[config.mk]
export PLATFORM = sky130hd
export DESIGN_NAME = column_plotter
export DESIGN_NICKNAME = d
export VERILOG_FILES = /design/src/rtl/doom58_pkg.sv /design/src/rtl/wall_span_calc.sv /design/src/rtl/column_plotter.sv
export SDC_FILE = /design/constraint.sdc
export NUM_CORES = 1
export LEC_CHECK = 0
export BUFFER_PORTS_ARGS = -buffer_cell sky130_fd_sc_hd__buf_2
export CAP_MARGIN = 30
export CORE_ASPECT_RATIO = 0.8
export CORE_MARGIN = 3
export CORE_UTILIZATION = 49
export CTS_CLUSTER_DIAMETER = 200
export DETAILED_ROUTE_END_ITERATION = 16
export GPL_TIMING_DRIVEN = 0
export PLACE_DENSITY_LB_ADDON = 0.25
export SYNTH_ARGS = -nofsm -noshare
export SYNTH_HDL_FRONTEND = slang
export SYNTH_SLANG_ARGS = --single-unit
[constraint.sdc]
create_clock -name clock -period 2.77 [get_ports clock]
set_input_delay 0.4155 -clock clock [delete_from_list [all_inputs] [get_ports clock]]
set_output_delay 0.4155 -clock clock [all_outputs]
set_load 0.02 [all_outputs]
[src/rtl/doom58_pkg.sv]
// doom58_pkg: shared screen geometry, colour types and packing helpers for
// the raycaster display path.
//   SCREEN_W / SCREEN_H   : visible columns / rows drawn per column
//   CEIL_COLOUR / FLOOR_COLOUR : fixed backdrop colours, {R,G,B} 6b each
//   colour_t / chan_t     : packed 18b pixel colour and a 6b channel
//   col_req_t             : a column request as latched by column_plotter
package doom58_pkg;

    localparam int SCREEN_W = 160;
    localparam int SCREEN_H = 120;

    typedef logic [17:0] colour_t;
    typedef logic [5:0]  chan_t;

    typedef struct packed {
        chan_t r;
        chan_t g;
        chan_t b;
    } rgb_t;

    localparam colour_t CEIL_COLOUR  = 18'h00FFF;
    localparam colour_t FLOOR_COLOUR = 18'h15555;

    typedef enum logic {
        IDLE = 1'b0,
        DRAW = 1'b1
    } plot_state_t;

    // Everything the draw phase needs, captured on the accept edge.
    typedef struct packed {
        logic [7:0] x;
        logic [6:0] top;
        logic [6:0] bot;
        colour_t    wall;
        logic       on;     // column is on-screen, pixels are written
    } col_req_t;

    function automatic colour_t pack_rgb(input chan_t r, input chan_t g, input chan_t b);
        return {r, g, b};
    endfunction

    function automatic rgb_t unpack_rgb(input colour_t c);
        return rgb_t'(c);
    endfunction

endpackage

[src/rtl/wall_span_calc.sv]
// wall_span_calc: combinational wall span for one column.
//   height : requested wall height in pixels (0..127)
//   top    : first wall row, (SCREEN_H - min(height, SCREEN_H)) >> 1
//   bot    : first floor row below the wall, top + clamped height
module wall_span_calc
    import doom58_pkg::*;
(
    input  logic [6:0] height,
    output logic [6:0] top,
    output logic [6:0] bot
);

    localparam logic [6:0] ROWS = 7'(SCREEN_H);

    logic [6:0] h_clamp;

    assign h_clamp = (height > ROWS) ? ROWS : height;
    assign top     = (ROWS - h_clamp) >> 1;
    // top + h_clamp never exceeds SCREEN_H, so 7 bits hold it.
    assign bot     = top + h_clamp;

endmodule

[src/rtl/column_plotter.sv]
// column_plotter: turns one column request into SCREEN_H serial pixel
// writes (ceiling, wall, floor), one per clock, straight into vga_adapter.
//   clock, reset          : system clock, synchronous active-high reset
//   col_valid/col_ready   : request handshake, ready only while IDLE
//   col_x/height/colour   : target column, wall height, wall colour
//   col_shade             : wall darkening, 0..3 (COLUMN_SHADE_EN builds)
//   col_done              : pulse with the last pixel (or alone, off-screen)
//   vga_x/y/colour/write  : registered pixel write to the adapter
// Build option: define COLUMN_SHADE_EN to shift each wall channel right by
// col_shade; otherwise col_shade is ignored.
module column_plotter
    import doom58_pkg::*;
(
    input  logic        clock,
    input  logic        reset,
    input  logic        col_valid,
    output logic        col_ready,
    input  logic [7:0]  col_x,
    input  logic [6:0]  col_height,
    input  logic [17:0] col_colour,
    input  logic [1:0]  col_shade,
    output logic        col_done,
    output logic [7:0]  vga_x,
    output logic [6:0]  vga_y,
    output logic [17:0] vga_colour,
    output logic        vga_write
);

    localparam logic [6:0] LAST_ROW = 7'(SCREEN_H - 1);

    plot_state_t state, state_nxt;
    col_req_t    req_q, req_nxt;

    logic [6:0]  span_top, span_bot;
    colour_t     wall_in;
    logic        on_in;
    logic [6:0]  y_inc;

    logic [7:0]  x_nxt;
    logic [6:0]  y_nxt;
    colour_t     colour_nxt;
    logic        write_nxt;
    logic        done_nxt;

    wall_span_calc u_span (
        .height (col_height),
        .top    (span_top),
        .bot    (span_bot)
    );

`ifdef COLUMN_SHADE_EN
    rgb_t wall_rgb;
    assign wall_rgb = unpack_rgb(col_colour);
    assign wall_in  = pack_rgb(wall_rgb.r >> col_shade,
                               wall_rgb.g >> col_shade,
                               wall_rgb.b >> col_shade);
`else
    // Shade has no effect here; the term only keeps the port referenced.
    assign wall_in = col_colour | {18{1'b0 & (^col_shade)}};
`endif

    assign on_in     = (col_x < 8'(SCREEN_W));
    assign y_inc     = vga_y + 7'd1;
    assign col_ready = (state == IDLE);

    function automatic colour_t row_colour(input logic [6:0] y, input logic [6:0] top,
                                           input logic [6:0] bot, input colour_t wall);
        if (y < top)
            return CEIL_COLOUR;
        else if (y < bot)
            return wall;
        else
            return FLOOR_COLOUR;
    endfunction

    always_ff @(posedge clock) begin
        if (reset)
            state <= IDLE;
        else
            state <= state_nxt;
    end

    // Row 0 is issued on the accept edge itself, so DRAW lasts exactly as
    // long as writes are on the bus (one cycle for an off-screen column).
    always_comb begin
        state_nxt  = state;
        req_nxt    = req_q;
        x_nxt      = vga_x;
        y_nxt      = vga_y;
        colour_nxt = vga_colour;
        write_nxt  = 1'b0;
        done_nxt   = 1'b0;
        case (state)
            IDLE: begin
                if (col_valid) begin
                    state_nxt    = DRAW;
                    req_nxt.x    = col_x;
                    req_nxt.top  = span_top;
                    req_nxt.bot  = span_bot;
                    req_nxt.wall = wall_in;
                    req_nxt.on   = on_in;
                    if (on_in) begin
                        write_nxt  = 1'b1;
                        x_nxt      = col_x;
                        y_nxt      = 7'd0;
                        colour_nxt = row_colour(7'd0, span_top, span_bot, wall_in);
                    end else begin
                        done_nxt   = 1'b1;
                    end
                end
            end
            DRAW: begin
                if (req_q.on && (vga_y != LAST_ROW)) begin
                    write_nxt  = 1'b1;
                    y_nxt      = y_inc;
                    colour_nxt = row_colour(y_inc, req_q.top, req_q.bot, req_q.wall);
                    done_nxt   = (y_inc == LAST_ROW);
                end else begin
                    state_nxt  = IDLE;
                end
            end
            default: state_nxt = IDLE;
        endcase
    end

    always_ff @(posedge clock) begin
        if (reset) begin
            req_q      <= '0;
            vga_x      <= '0;
            vga_y      <= '0;
            vga_colour <= '0;
            vga_write  <= 1'b0;
            col_done   <= 1'b0;
        end else begin
            req_q      <= req_nxt;
            vga_x      <= x_nxt;
            vga_y      <= y_nxt;
            vga_colour <= colour_nxt;
            vga_write  <= write_nxt;
            col_done   <= done_nxt;
        end
    end

endmodule

Word level (Yosys, flattened, before mapping) --
Index checks and enable logic that the tools add are counted.
Word-level totals: register bits after elaboration 68, bits in latches 0, bits in writable memories 0, memory bits (read-only) 0, input bits 38, output and inout bits 36, logic and storage cells 52, memories 0
Operators by class: add/sub/neg operators 3, multiply operators 0, divide/modulo/power cells 0, $lt $le $gt $ge 6, eq/ne operators 5, shift operators 0, muxes and demuxes 23, bitwise gates (word level) 1, reduce and logical (&&, ||, !) cells 4
Operators by type and width (count):
- 2-to-1 mux 18 bit | 7
- one-hot mux 18 bit (2 select lines) | 1
- 2-to-1 mux 7 bit | 4
- one-hot mux 7 bit (2 select lines) | 1
- less-than comparator 8 bit (second input constant) | 1
- adder 6 x 7 -> 7 bit | 1
- adder 7 x 1 -> 7 bit (second input constant) | 1
- == test 7 bit (second input constant) | 1
- > comparator 7 bit (second input constant) | 1
- less-than comparator 1 x 7 -> 1 bit (first input constant) | 1
- less-than comparator 7 x 6 -> 1 bit | 1
- less-than comparator 7 bit | 1
- 2-to-1 mux 1 bit | 7
- inequality test 7 bit (second input constant) | 1
- subtractor 7 bit (first input constant) | 1
- less-than comparator 1 x 6 -> 1 bit (first input constant) | 1
- one-hot mux 1 bit (2 select lines) | 3
- AND reduction 3 bit | 2
- inequality test 2 x 1 -> 1 bit (second input constant) | 2
- inequality test 2 bit (second input constant) | 1
- AND reduction 2 bit | 1
- logical AND 1 bit | 1
- NOT 1 bit | 1

Longest topological paths before layout --
Gate-level depths: netlist (run 1).
depth after elaboration 10, depth in mapped cells 13, gate-level depth less buffers 12

Cells and area by module --
From an unflattened synthesis (run 1), not the netlist that was laid out.
Second synthesis, totals: cells, all modules 464, area total of the unflattened synthesis 3821.2 um^2
Modules (own cells, without submodules):
- column_plotter | instances 1, cells an instance 394, area each 3319.4 um^2, sequential area each 1381.3 um^2
- wall_span_calc | instances 1, cells an instance 70, area each 501.7 um^2, sequential area each 0.0 um^2

Worst setup path before layout (run 1) --
No wires, ideal clock.
path type in2reg, start input col_height[3], end register req_q[25] (netlist name), library setup time 0.062 ns, arrival 2.766 ns, required time 2.708 ns, setup slack -0.058 ns, stages on the path 13, path buffers 1, cells stage by stage buf_4 > nand4_2 > nand2_1 > ha_1 > nor2b_1 > or3_4 > nand2_1 > inv_1 > ha_1 > or3b_2 > a211oi_1 > a31oi_1 > nand3_1
On the way: word-level cells in the longest chain between the ends 4
RTL lines:
- start, declared | RTL line column_plotter.sv:19 | input logic [6:0] col_height,
- > comparator 7 bit | RTL line wall_span_calc.sv:17 | assign h_clamp = (height > ROWS) ? ROWS : height;
- 2-to-1 mux 7 bit (*) | RTL line wall_span_calc.sv:17
- subtractor 7 bit (*) | RTL line wall_span_calc.sv:18 | assign top = (ROWS - h_clamp) >> 1;
- net span_top[5] | RTL line column_plotter.sv:34 | logic [6:0] span_top, span_bot;
- adder 6 x 7 -> 7 bit (*) | RTL line wall_span_calc.sv:20 | assign bot = top + h_clamp;
- end signal, assigned | RTL line column_plotter.sv:135 | req_q <= req_nxt;
- end, declared | RTL line column_plotter.sv:32 | col_req_t req_q, req_nxt;
Mark *: on every way through the listed nets, which the timed path passes. The rest lies on a longest branch. A chain may end at the register's enable or synchronous reset.

Worst setup path after layout (run 1) --
Ends and elaborated chain as after synthesis.

==> key figures, run 1 <==
Cells and area
  – Final instance area: 0.004410 mm²
  – ANT cells: 0
  – FF+latch area: 0.001368 mm²
  – Syn-to-layout area delta: 23.64%
  – Fill count: 628
  – Area of the multi-input gates: 0.002088 mm²
  – Fin nets: 599
  – Share of cells above drive strength 1: 24.59%

Worst hold path
  – Worst min path class: input pin to flip-flop

Setup path
  – Setup crit end kind: flip-flop
  – Crit Path Class: input pin to flip-flop
  – CP Max Fanout: 10
  – Arrival time worst endpoint: 2960 ps
  – CP required: 3050 ps
  – CP startpoint kind: input pin

STA
  – Slew Limit Headroom: 57.51%
  – Fin Setup TNS: 0 ps
  – Clk_skew: 6.114 ps
  – Hold_ws: 316.5 ps
  – Max-slew violation count: 0
  – Period Utilization, post-route: 96.66%
  – Fmax: 373.5 MHz
  – Worst setup margin: 92.62 ps
  – Final setup vio count: 0
  – Hold Vio Cnt, Final: 0
  – Slew @ Worst Pin: 633.2 ps
  – Tmin final: 2677 ps

Clocking
  – Hold buffer count at CTS: 0
  – Clock buffer count from CTS: 9
  – H-tree depth: 3
  – TritonCTS sink count: 68
  – Clock Latency Late Sink: 340 ps
  – CTS tree: done
  – Root Buffer Master: clkbuf_8
  – Clk buf depth: 2
  – Clock slew at the register clock pins of the worst setup and hold paths: 70 ps

Logic synthesis
  – Synth Area in XOR/XNOR: 1.473%
  – Multiplexer area fraction after synthesis: 0%
  – Synthesized flop and latch total: 68
  – Largest family of logic cells by synthesized area: simple AND/OR/NAND/NOR gates
  – Post-Synthesis Cells: 453
  – Post-Syn Area: 0.003567 mm²
  – Net count after synthesis: 508
  – Synth Area in Simple Gates: 24.06%
  – Synth unique cells: 58
  – Post-Synth Adder-Cell Area: 5.963%
  – Synth Area in Compound Gates: 23.68%
  – Register area share after synthesis: 38.16%
  – Async set or reset register ratio after synthesis: 0%
  – Number of synthesized flops with an enable pin: 0
  – Avg Inst Size Synth: 7.875 µm²
  – Primary FF master, synth: dfxtp_1
  – Yosys warns: 0

Floorplanning
  – Core area: 0.006959 mm²
  – Cell Rows: 27
  – Area of the die: 0.008346 mm²
  – # IOs: 74
  – Die X: 101.4 µm
  – Initial Util: 51.26%
  – Die Y: 82.32 µm

Pwr
  – Pwr/cell area: 525.1 mW/mm²
  – Static Leak: 1.896 nW
  – Total power: 0.002316 W
  – Maximum vdd ir drop: 0.2875 mV

Global routing
  – First-pass GRT wire length: 16.36 mm
  – Antenna violations before repair: 0
  – GRT Util Overall: 25.05%
  – Vias in the first global route: 3282
  – Maximum number of pins on one net before global-route repair: 12
  – Overflow after GRT: 0

Route
  – DRC viols: 0
  – Total number of vias: 3700
  – ANT nets after route: 0
  – Final WL: 10.36 mm
  – DR pass1 iterations: 5
  – 1st-iter DRT viols: 300
  – Routed len/inst: 16.29 µm
  – Detail-routed via count per cell: 5.818

Placed design
  – Dpl hpwl: 7.267 mm
  – Worst slack, placed: -609.9 ps
  – Input/output buffers: 68
  – Placed instance area: 0.004028 mm²
  – RD Place Congestion: 0.8676

Flow run
  – Max_cap viols: 0

Run status
  – Status: completed
-- final timing paths --
kind | startpoint | cells after the start | end | slack [ps]
max | col_height[3] | 14 | req_q[25] | 90
min | col_colour[6] | 3 | req_q[7] | 320
max reg2reg | vga_y[1] | 11 | vga_colour[2] | 120
min reg2reg | vga_x[3] | 2 | vga_x[3] | 460
-- power by group --
part / internal (W) / switching, W / total (W)
clock network: 0.000343 / 0.000371 / 0.000714
registers: 0.00104 / 0.0000340 / 0.00108
logic: 0.000198 / 0.000326 / 0.000524
total: 0.00159 / 0.000731 / 0.00232
-- critical path: stages --
cell	delay [ps]
buf_2	120
buf_4	180
nand4_4	140
nand2_1	120
ha_4	210
nor2b_1	150
or3_4	360
nand2_2	110
inv_1	80
ha_4	230
or3b_2	450
a211oi_2	200
a31oi_1	80
nand3_1	110
-- through the flow --
| stage | instances | util (%) |
|---|---|---|
| after global placement | 608 | 57.87 |
| after floorplan | 453 | - |
| after detailed placement | 608 | 57.87 |
| final | 636 | 63.38 |
| after CTS | 627 | 61.63 |
| after global routing | 636 | 63.38 |
-- sequential cells by signal (all words and copies together), names as in the netlist --
register and cells:
col_done 1, vga_write 1, state 1, vga_colour 18, vga_x 8, req_q 32, vga_y 7
-- timing repair --
item / in CTS / in global routing
pin swaps: 2 / 4
buffers inserted: 3 / 10
gates resized for setup: 14 / 11
endpoints found under the setup margin: 19 / 19
-- cells in the final DEF, fill, tap and decap left out, types with 4 or more instances in the layout --
cell      count
nor3_1        5
o311ai_1      6
dfxtp_1      65
nand3_1      39
nand2_1      67
nor2_1       22
clkbuf_1     21
a211oi_1      5
a21oi_1      63
and3_1        4
clkbuf_8     10
nand2b_1     13
buf_2        75
clkinv_2      4
inv_1        22
ha_1         14
buf_4        17
o31ai_1       7
a31oi_1       7
o21ai_0      12
-- final cells by class --
cell class,instances,share of cell area [%]
multi-input cells,329,47.35
flip-flops and latches,68,31.01
repair buffers,81,9.929
plain buffers,33,3.546
clock buffers,11,3.206
well taps,87,2.468
inverters,22,1.872
clock inverters,5,0.6241
-- logic make-up after synthesis --
group,Yosys count
AND/OR/NAND/NOR,176
flip-flops,68
buffers and inverters,56
adder cells (fa/ha/maj),17
XOR/XNOR,6
AO/OA/AOI/OAI,130
-- cells in the mapped netlist, types with 4 or more instances --
| master | count | area, µm² |
|---|---|---|
| a31oi_1 | 7 | 43.79 |
| nand3_1 | 39 | 195.2 |
| o21ai_0 | 14 | 70.07 |
| nand2_1 | 69 | 259.0 |
| and3_1 | 4 | 25.02 |
| inv_1 | 22 | 82.58 |
| nand2b_1 | 13 | 81.33 |
| ha_1 | 17 | 212.7 |
| a21oi_1 | 64 | 320.3 |
| xnor2_1 | 4 | 35.03 |
| o311ai_1 | 6 | 52.55 |
| buf_2 | 7 | 35.03 |
| a211oi_1 | 6 | 45.04 |
| nor2_1 | 22 | 82.58 |
| clkbuf_1 | 23 | 86.33 |
| o31ai_1 | 7 | 52.55 |
| nor3_1 | 5 | 25.02 |
| dfxtp_1 | 68 | 1361 |
-- metal layers --
| layer | vias to the layer above | wire [µm] | track usage [%] |
|---|---|---|---|
| met5 | - | 0 | 0 |
| met4 | 0 | 129 | 7.171 |
| met3 | 17 | 914 | 4.618 |
| met2 | 192 | 4650 | 38.84 |
| met1 | 1710 | 4668 | 35.65 |
| li1 | 1781 | - | - |
Note: power is estimated with default switching activity, not from simulation.
==> inputs of run 2 (changes only) <==
--- a/config.mk
+++ b/config.mk
@@ -5,15 +5,16 @@
 export SDC_FILE = /design/constraint.sdc
 export NUM_CORES = 1
 export LEC_CHECK = 0
+export ABC_AREA = 1
 export BUFFER_PORTS_ARGS = -buffer_cell sky130_fd_sc_hd__buf_2
 export CAP_MARGIN = 30
 export CORE_ASPECT_RATIO = 0.8
 export CORE_MARGIN = 3
-export CORE_UTILIZATION = 49
+export CORE_UTILIZATION = 50
 export CTS_CLUSTER_DIAMETER = 200
 export DETAILED_ROUTE_END_ITERATION = 16
 export GPL_TIMING_DRIVEN = 0
-export PLACE_DENSITY_LB_ADDON = 0.25
+export PLACE_DENSITY_LB_ADDON = 0.08
 export SYNTH_ARGS = -nofsm -noshare
 export SYNTH_HDL_FRONTEND = slang
 export SYNTH_SLANG_ARGS = --single-unit
==> run 2 against run 1 <==
Against the previous run:
- via count increased by 0.86%
- cell count rose by 11%
- combinational power is 4.4% higher
- count of clock-buffer cells in the layout is the same
- highest routed layer unchanged
==> key figures, run 2 <==
Route
  – Detail-routed via count per cell: 5.294 (-9.0%)
  – Total number of vias: 3732 (+0.86%)
  – Final WL: 10.19 mm (-1.6%)
  – DRC viols: 0 (unchanged)
  – 1st-iter DRT viols: 283 (-5.7%)
  – DR pass1 iterations: 5 (unchanged)
  – Routed len/inst: 14.46 µm (-11%)
  – ANT nets after route: 0 (unchanged)

STA
  – Tmin final: 2641 ps (-36.88 ps)
  – Final setup vio count: 0 (unchanged)
  – Max-slew violation count: 0 (unchanged)
  – Slew @ Worst Pin: 586.2 ps (-47.02 ps)
  – Period Utilization, post-route: 95.32% (-1.3 points)
  – Clk_skew: 9.103 ps (+2.989 ps)
  – Worst setup margin: 129.5 ps (+36.88 ps)
  – Slew Limit Headroom: 60.78% (+3.3 points)
  – Hold_ws: 292.7 ps (-23.85 ps)
  – Fmax: 378.7 MHz (+1.4%)
  – Hold Vio Cnt, Final: 0 (unchanged)

Logic synthesis
  – Synth area leader: dfxtp_1
  – Number of synthesized flops with an enable pin: 0 (unchanged)
  – Yosys top cell area share: 37.94% (-0.23 points)
  – Register area share after synthesis: 37.94% (-0.23 points)
  – Post-Syn Area: 0.003588 mm² (+0.60%)
  – Post-Synthesis Cells: 519 (+15%)
  – Most numerous cell in the Yosys netlist: nand2_1
  – Synth unique cells: 37 (-36%)
  – Avg Inst Size Synth: 6.914 µm² (-12%)
  – Yosys warns: 0 (unchanged)
  – Net count after synthesis: 574 (+13%)
  – Top cells by area, synth: dfxtp_1 38%, nand2_1 12%, inv_1 8.7%
  – Synthesized flop and latch total: 68 (unchanged)
  – Synth cell count leaders: 111 x nand2_1, 83 x inv_1, 68 x dfxtp_1, 54 x nor2_1, 53 x o21ai_0
  – Primary FF master, synth: dfxtp_1
  – Async set or reset register ratio after synthesis: 0% (unchanged)

Pwr
  – Clock share of power: 38.4% (+7.6 points)
  – Flop pwr share: 41.0% (-5.5 points)
  – Net Sw Power: 0.0007790 W (+6.6%)
  – Sw frac: 29.35% (-2.2 points)
  – Maximum vdd ir drop: 0.3522 mV (+23%)
  – Pwr/cell area: 582.7 mW/mm² (+11%)
  – Static Leak: 2.300 nW (+21%)
  – Internal power: 0.001875 W (+18%)
  – Combinational share of power: 20.6% (-2.0 points)

Cells and area
  – FF+latch area: 0.001369 mm² (about the same)
  – Syn-to-layout area delta: 26.95%
  – Commonest non-fill, non-tap cell in the layout: nand2_1
  – ANT cells: 0 (unchanged)
  – Register name with the most flops: req_q
  – Share of cells above drive strength 1: 23.19% (-1.4 points)
  – Fin nets: 671 (+12%)
  – Largest register FFs: 32 (unchanged)
  – Fill count: 575 (-8.4%)
  – Biggest regs: req_q: 32 flops, vga_colour: 18 flops, vga_x: 8 flops
  – Most frequent cells in the layout: 108 x nand2_1, 81 x inv_1, 71 x buf_2
  – Area of the multi-input gates: 0.001928 mm² (-7.7%)

Setup path
  – Crit path buffers/inverters: 6 (+3)
  – Arrival time worst endpoint: 2920 ps (-40 ps)
  – Crit Path Class: flip-flop to flip-flop
  – Crit-path slowest cell: dfxtp_4
  – R2r startpoint: vga_y[0]
  – CP delay by family, top: buffers and inverters
  – CP startpoint kind: flip-flop
  – CP required: 3050 ps (about the same)
  – Setup crit end kind: flip-flop
  – Setup crit start: vga_y[0]
  – CP Max Fanout: 7 (-3)
  – Largest stage delay, worst path: 380 ps (-70 ps)
  – CP Cell Sequence: ha_2, nand2_2, inv_2, nand4_1, xor2_2, inv_2, ha_4, nand2_1, inv_1, nand4_1, o211ai_1, buf_4, buf_6, nor2_1, o21ai_0, inv_1, a21oi_2

Global routing
  – Maximum number of pins on one net before global-route repair: 13 (+1)
  – GRT Util Overall: 24.47% (-0.59 points)
  – Antenna violations before repair: 0 (unchanged)
  – First-pass GRT wire length: 15.67 mm (-4.2%)
  – Vias in the first global route: 3220 (-1.9%)
  – Overflow after GRT: 0 (unchanged)

Clocking
  – Clk buf depth: 2 (unchanged)
  – Clock slew at the register clock pins of the worst setup and hold paths: 80 ps (about the same)
  – TritonCTS sink count: 68 (unchanged)
  – Clock Latency Late Sink: 340 ps (about the same)
  – Hold buffer count at CTS: 0 (unchanged)
  – CTS tree: done
  – H-tree depth: 3 (unchanged)
  – Root Buffer Master: clkbuf_8
  – Clock buffer count from CTS: 9 (unchanged)

Floorplanning
  – Die X: 100.7 µm (-0.67%)
  – Cell Rows: 26 (-3.7%)
  – # IOs: 74 (unchanged)
  – Core area: 0.006669 mm² (-4.2%)
  – Initial Util: 53.81% (+2.6 points)
  – Area of the die: 0.008235 mm² (-1.3%)
  – Die Y: 81.77 µm (-0.66%)

Placed design
  – Worst slack, placed: -589.2 ps (+20.75 ps)
  – Dpl hpwl: 6.990 mm (-3.8%)
  – Input/output buffers: 69 (+1.5%)
  – RD Place Congestion: 0.9126 (+5.2%)

Worst hold path
  – Hold_sp: col_x[2]
  – Worst min path class: input pin to flip-flop

Run status
  – Status: completed

Flow run
  – Max_cap viols: 0 (unchanged)
-- run 2: cell types whose count changed after synthesis, moves of 9 or more --
cell	delta
a21oi_1	-27
nand2_1	+42
nand3_1	-21
nand2b_1	-13
o21ai_0	+39
clkbuf_1	-9
nor2_1	+32
inv_1	+61
-- run 2: final timing paths --
| path | slack, ps | cells past startpoint | end |
|---|---|---|---|
| worst max register to register | 130 | 17 | vga_colour[16] |
| worst max-delay path | 130 | 17 | vga_colour[16] |
| worst min register to register | 450 | 2 | vga_colour[1] |
| worst min-delay path | 290 | 3 | vga_x[2] |
-- run 2: logic make-up (layout without fill, tap and decap cells) --
| family | count (synthesis) | count (layout) | share of synthesized area (%) |
|---|---|---|---|
| compound gates | 113 | 113 | 17.19 |
| simple gates | 208 | 209 | 25.42 |
| fa+ha+maj | 17 | 17 | 5.927 |
| buf+inv | 107 | 208 | 11.65 |
| flops | 68 | 68 | 37.94 |
| xor+xnor | 6 | 6 | 1.883 |
-- run 2: repair_timing --
item / 4_1_cts / 5_1_grt
cloned: 0 / 1
pin swaps: 1 / 6
gates resized for setup: 6 / 25
setup buffers: 4 / 12
endpoints found under the setup margin: 18 / 20
-- run 2: metal layers --
| layer | track usage (%) | share of wire, % | up-vias |
|---|---|---|---|
| met4 | 7.537 | 1.1 | 0 |
| met3 | 5.688 | 11 | 15 |
| met5 | 0 | 0 | - |
| li1 | - | - | 1847 |
| met2 | 35.22 | 42 | 181 |
| met1 | 36.10 | 46 | 1689 |
-- run 2: tightest hold or removal path, stage by stage --
cell and delay [ps]:
buf_2 70, nor2_1 40, nor2_1 80
-- run 2: stage by stage --
step / utilization [%] / total power, W / std cells / setup TNS, ps / area [µm²]
after floorplan: - / 0.001432 / 519 / 0 / 3588
after global placement: 60.56 / 0.001574 / 672 / -7684 / 4039
after detailed placement: 60.56 / 0.001583 / 672 / -8270 / 4039
after CTS: 65.14 / 0.002610 / 692 / 0 / 4344
after global routing: 68.31 / 0.002776 / 705 / -619.9 / 4556
final: 68.31 / 0.002654 / 705 / 0 / 4556
-- run 2: layout make-up --
class                           instances  area share (%)
Buffer                                 19           1.895
Clock buffer                           11           3.104
Clock inverter                          5           2.362
Inverter                               88           7.333
Multi-Input combinational cell        345           42.32
Sequential cell                        68           30.05
Tap cell                               84           2.307
Timing Repair Buffer                   85           10.63
-- run 2: power by group through the flow --
| stage | clock [W] | sequential (W) | combinational, W |
|---|---|---|---|
| after floorplan | 0 | 0.00115 | 0.000280 |
| after global placement | 0 | 0.00111 | 0.000466 |
| after CTS | 0.00102 | 0.00109 | 0.000496 |
| after detailed placement | 0 | 0.00111 | 0.000473 |
| after global routing | 0.00107 | 0.00109 | 0.000610 |
| final | 0.00102 | 0.00109 | 0.000547 |
==> inputs of run 3 (changes only) <==
--- a/config.mk
+++ b/config.mk
@@ -10,7 +10,7 @@
 export CAP_MARGIN = 30
 export CORE_ASPECT_RATIO = 0.8
 export CORE_MARGIN = 3
-export CORE_UTILIZATION = 50
+export CORE_UTILIZATION = 55
 export CTS_CLUSTER_DIAMETER = 200
 export DETAILED_ROUTE_END_ITERATION = 16
 export GPL_TIMING_DRIVEN = 0
==> constraint.sdc (replaced) <==
create_clock -name clock -period 2.5 [get_ports clock]
set_input_delay 0.375 -clock clock [delete_from_list [all_inputs] [get_ports clock]]
set_output_delay 0.375 -clock clock [all_outputs]
set_load 0.02 [all_outputs]
==> run 3 against run 2 <==
Against the previous run:
- the run now ends with negative setup slack left
- sequential cell count is the same
- cell area increased by 8.3%
- cell count rose by 1.6%
- combinational power increased by 37%
- die area decreased by 8.5%
- worst setup slack got worse by 230 ps
- clock skew grew 4.4 ps
- via count grew 11%
- clock power is 8% lower
- critical endpoint is now vga_colour[4]
==> key figures, run 3 (synthesized netlist as in run 2, its figures left out) <==
Run status
  – Status: complete, but fails checks
  – Failing checks: negative setup slack

Setup path
  – CP delay by family, top: simple AND/OR/NAND/NOR gates
  – CP required: 2740 ps (-310 ps)
  – Setup crit start: vga_y[0]
  – Crit path buffers/inverters: 5 (-1)
  – CP startpoint kind: flip-flop
  – Setup crit end kind: flip-flop
  – CP Depth: 16 (-1)
  – CP Max Fanout: 5 (-2)
  – CP Cell Sequence: buf_4, nand3_1, nor3_2, xor2_2, ha_1, nand2_4, inv_2, nand4_1, o211ai_1, buf_6, buf_8, buf_6, nor2_4, nand2_1, nand2_1, o21ai_1
  – Crit-path slowest cell: dfxtp_4
  – Crit Path Class: flip-flop to flip-flop
  – Arrival time worst endpoint: 2840 ps (-80 ps)
  – Worst Reg-to-Reg Cells: 16 (-1)
  – R2r startpoint: vga_y[0]
  – Largest stage delay, worst path: 390 ps (about the same)

Pwr
  – Internal power: 0.001964 W (+4.7%)
  – Static Leak: 2.399 nW (+4.3%)
  – Net Sw Power: 0.0009334 W (+20%)
  – Sw frac: 32.22% (+2.9 points)
  – Clock share of power: 32.4% (-6.0 points)
  – Total power: 0.002897 W (+9.1%)
  – Flop pwr share: 41.6% (+0.6 points)
  – Maximum vdd ir drop: 0.4713 mV (+34%)
  – Pwr/cell area: 587.1 mW/mm² (+0.76%)
  – Combinational share of power: 25.9% (+5.3 points)

Placed design
  – RD Place Congestion: 0.8908 (-2.4%)
  – Dpl hpwl: 7.141 mm (+2.2%)
  – Input/output buffers: 69 (unchanged)
  – Cells after DPL: 669 (-0.45%)
  – Placed instance area: 0.004099 mm² (+1.5%)

Flow run
  – Max_cap viols: 0 (unchanged)

Clocking
  – Root Buffer Master: clkbuf_8
  – CTS tree: done
  – Clock Latency Late Sink: 350 ps (about the same)
  – Clock buffer count from CTS: 9 (unchanged)
  – H-tree depth: 3 (unchanged)
  – TritonCTS sink count: 68 (unchanged)
  – Clk buf depth: 2 (unchanged)
  – Clock slew at the register clock pins of the worst setup and hold paths: 80 ps (about the same)

Cells and area
  – Largest register FFs: 32 (unchanged)
  – Non-Filler Instances: 716 (+1.6%)
  – Commonest non-fill, non-tap cell in the layout: nand2_1
  – Final instance area: 0.004935 mm² (+8.3%)
  – Fill count: 412 (-28%)
  – ANT cells: 0 (unchanged)
  – Biggest regs: req_q: 32 flops, vga_colour: 18 flops, vga_x: 8 flops
  – Fin util: 80.90% (+13 points)
  – Share of cells above drive strength 1: 30.55% (+7.4 points)
  – Syn-to-layout area delta: 37.52%
  – Register name with the most flops: req_q
  – Fin nets: 685 (+2.1%)
  – Most frequent cells in the layout: 102 x nand2_1, 74 x inv_1, 69 x buf_2

Global routing
  – Maximum number of pins on one net before global-route repair: 12 (-1)
  – Global Route met1 Usage: 39.82% (+3.7 points)
  – GRT Util Overall: 29.44% (+5.0 points)
  – Antenna violations before repair: 0 (unchanged)
  – Overflow after GRT: 0 (unchanged)
  – Met3 Use GR: 7.375% (+1.7 points)
  – GR peak layer: met2
  – Met2 Track Usage GR: 46.18% (+11 points)
  – Vias in the first global route: 3580 (+11%)
  – First-pass GRT wire length: 17.07 mm (+8.9%)

Route
  – Detail-routed via count per cell: 5.771 (+9.0%)
  – ANT nets after route: 0 (unchanged)
  – DR pass1 iterations: 6 (+1)
  – 1st-iter DRT viols: 456 (+61%)
  – Total number of vias: 4132 (+11%)
  – DRC viols: 0 (unchanged)
  – Routed len/inst: 16.95 µm (+17%)
  – Final WL: 12.14 mm (+19%)

STA
  – Final setup vio count: 16 (+16)
  – Slew Limit Headroom: 59.90% (-0.88 points)
  – RSZ-0062 raised after global routing: true
  – Hold Vio Cnt, Final: 0 (unchanged)
  – Fmax: 384.0 MHz (+1.4%)
  – Max-slew violation count: 0 (unchanged)
  – Worst setup margin: -104.4 ps (-233.9 ps)
  – Hold_ws: 249.0 ps (-43.66 ps)
  – Tmin final: 2604 ps (-36.07 ps)
  – Slew @ Worst Pin: 601.6 ps (+15.40 ps)
  – Clk_skew: 13.48 ps (+4.375 ps)
  – Period Utilization, post-route: 104.2% (+8.9 points)

Floorplanning
  – Area of the die: 0.007536 mm² (-8.5%)
  – Die Y: 78.25 µm (-4.3%)
  – Initial Util: 58.83% (+5.0 points)
  – Cell Rows: 25 (-3.8%)
  – Die X: 96.31 µm (-4.4%)
  – Core area: 0.006100 mm² (-8.5%)
  – # IOs: 74 (unchanged)

Worst hold path
  – Worst hold stages: 3 (unchanged)
  – Worst min path class: input pin to flip-flop
  – Hold_sp: col_x[1]
[run 3: cell types whose count changed in the layout (fill, tap and decap cells not counted), moves of 6 or more]
cell | previous run | this run
inv_1 | 81 | 74
ha_4 | 3 | 9
inv_2 | 4 | 10
o21ai_0 | 50 | 44
nand2_1 | 108 | 102
nor2_1 | 53 | 45
[run 3: timing repair]
item	in CTS	in global routing
pin swaps	7	51
gates cloned	3	0
hold buffers	0	0
setup endpoints to repair	18	20
setup buffers	9	20
resized for setup	22	72
[run 3: power groups by stage]
stage	registers, W	clock network, W	logic [W]
CTS	0.00120	0.000931	0.000599
global placement	0.00123	0	0.000527
finish	0.00121	0.000940	0.000751
global route	0.00122	0.000980	0.000811
detailed placement	0.00123	0	0.000544
floorplan	0.00128	0	0.000326
[run 3: worst paths after layout]
check	slack [ps]	end
min	250	vga_x[1]
max	-100	vga_colour[4]
max reg2reg	-100	vga_colour[4]
min reg2reg	440	vga_colour[5]
[run 3: metal layers]
metal | wire (µm) | part of all wire [%]
met5 | 0 | 0
met4 | 462 | 3.8
met3 | 1356 | 11
met2 | 5309 | 44
met1 | 5008 | 41
[run 3: tightest hold or removal path, stage by stage]
cell    delay (ps)
buf_2           70
nor2_1          30
nor2_1          80
[run 3: stage by stage]
step	setup slack [ps]	TNS, ps
2_1_floorplan	10.65	0
3_3_place_gp	-379.1	-6780
3_5_place_dp	-457.4	-7878
4_1_cts	-3.226	-3.784
5_1_grt	-233.6	-3272
6_report	-104.4	-1001
[run 3: cell type report]
type / instances / area (µm²) / share of cell area [%]
Timing Repair Buffer: 98 / 685.7 / 13.89
Clock inverter: 4 / 47.55 / 0.9635
Sequential cell: 68 / 1370 / 27.76
Tap cell: 81 / 101.3 / 2.054
Buffer: 19 / 98.84 / 2.003
Inverter: 88 / 336.6 / 6.820
Clock buffer: 12 / 155.1 / 3.144
Multi-Input combinational cell: 346 / 2140 / 43.36
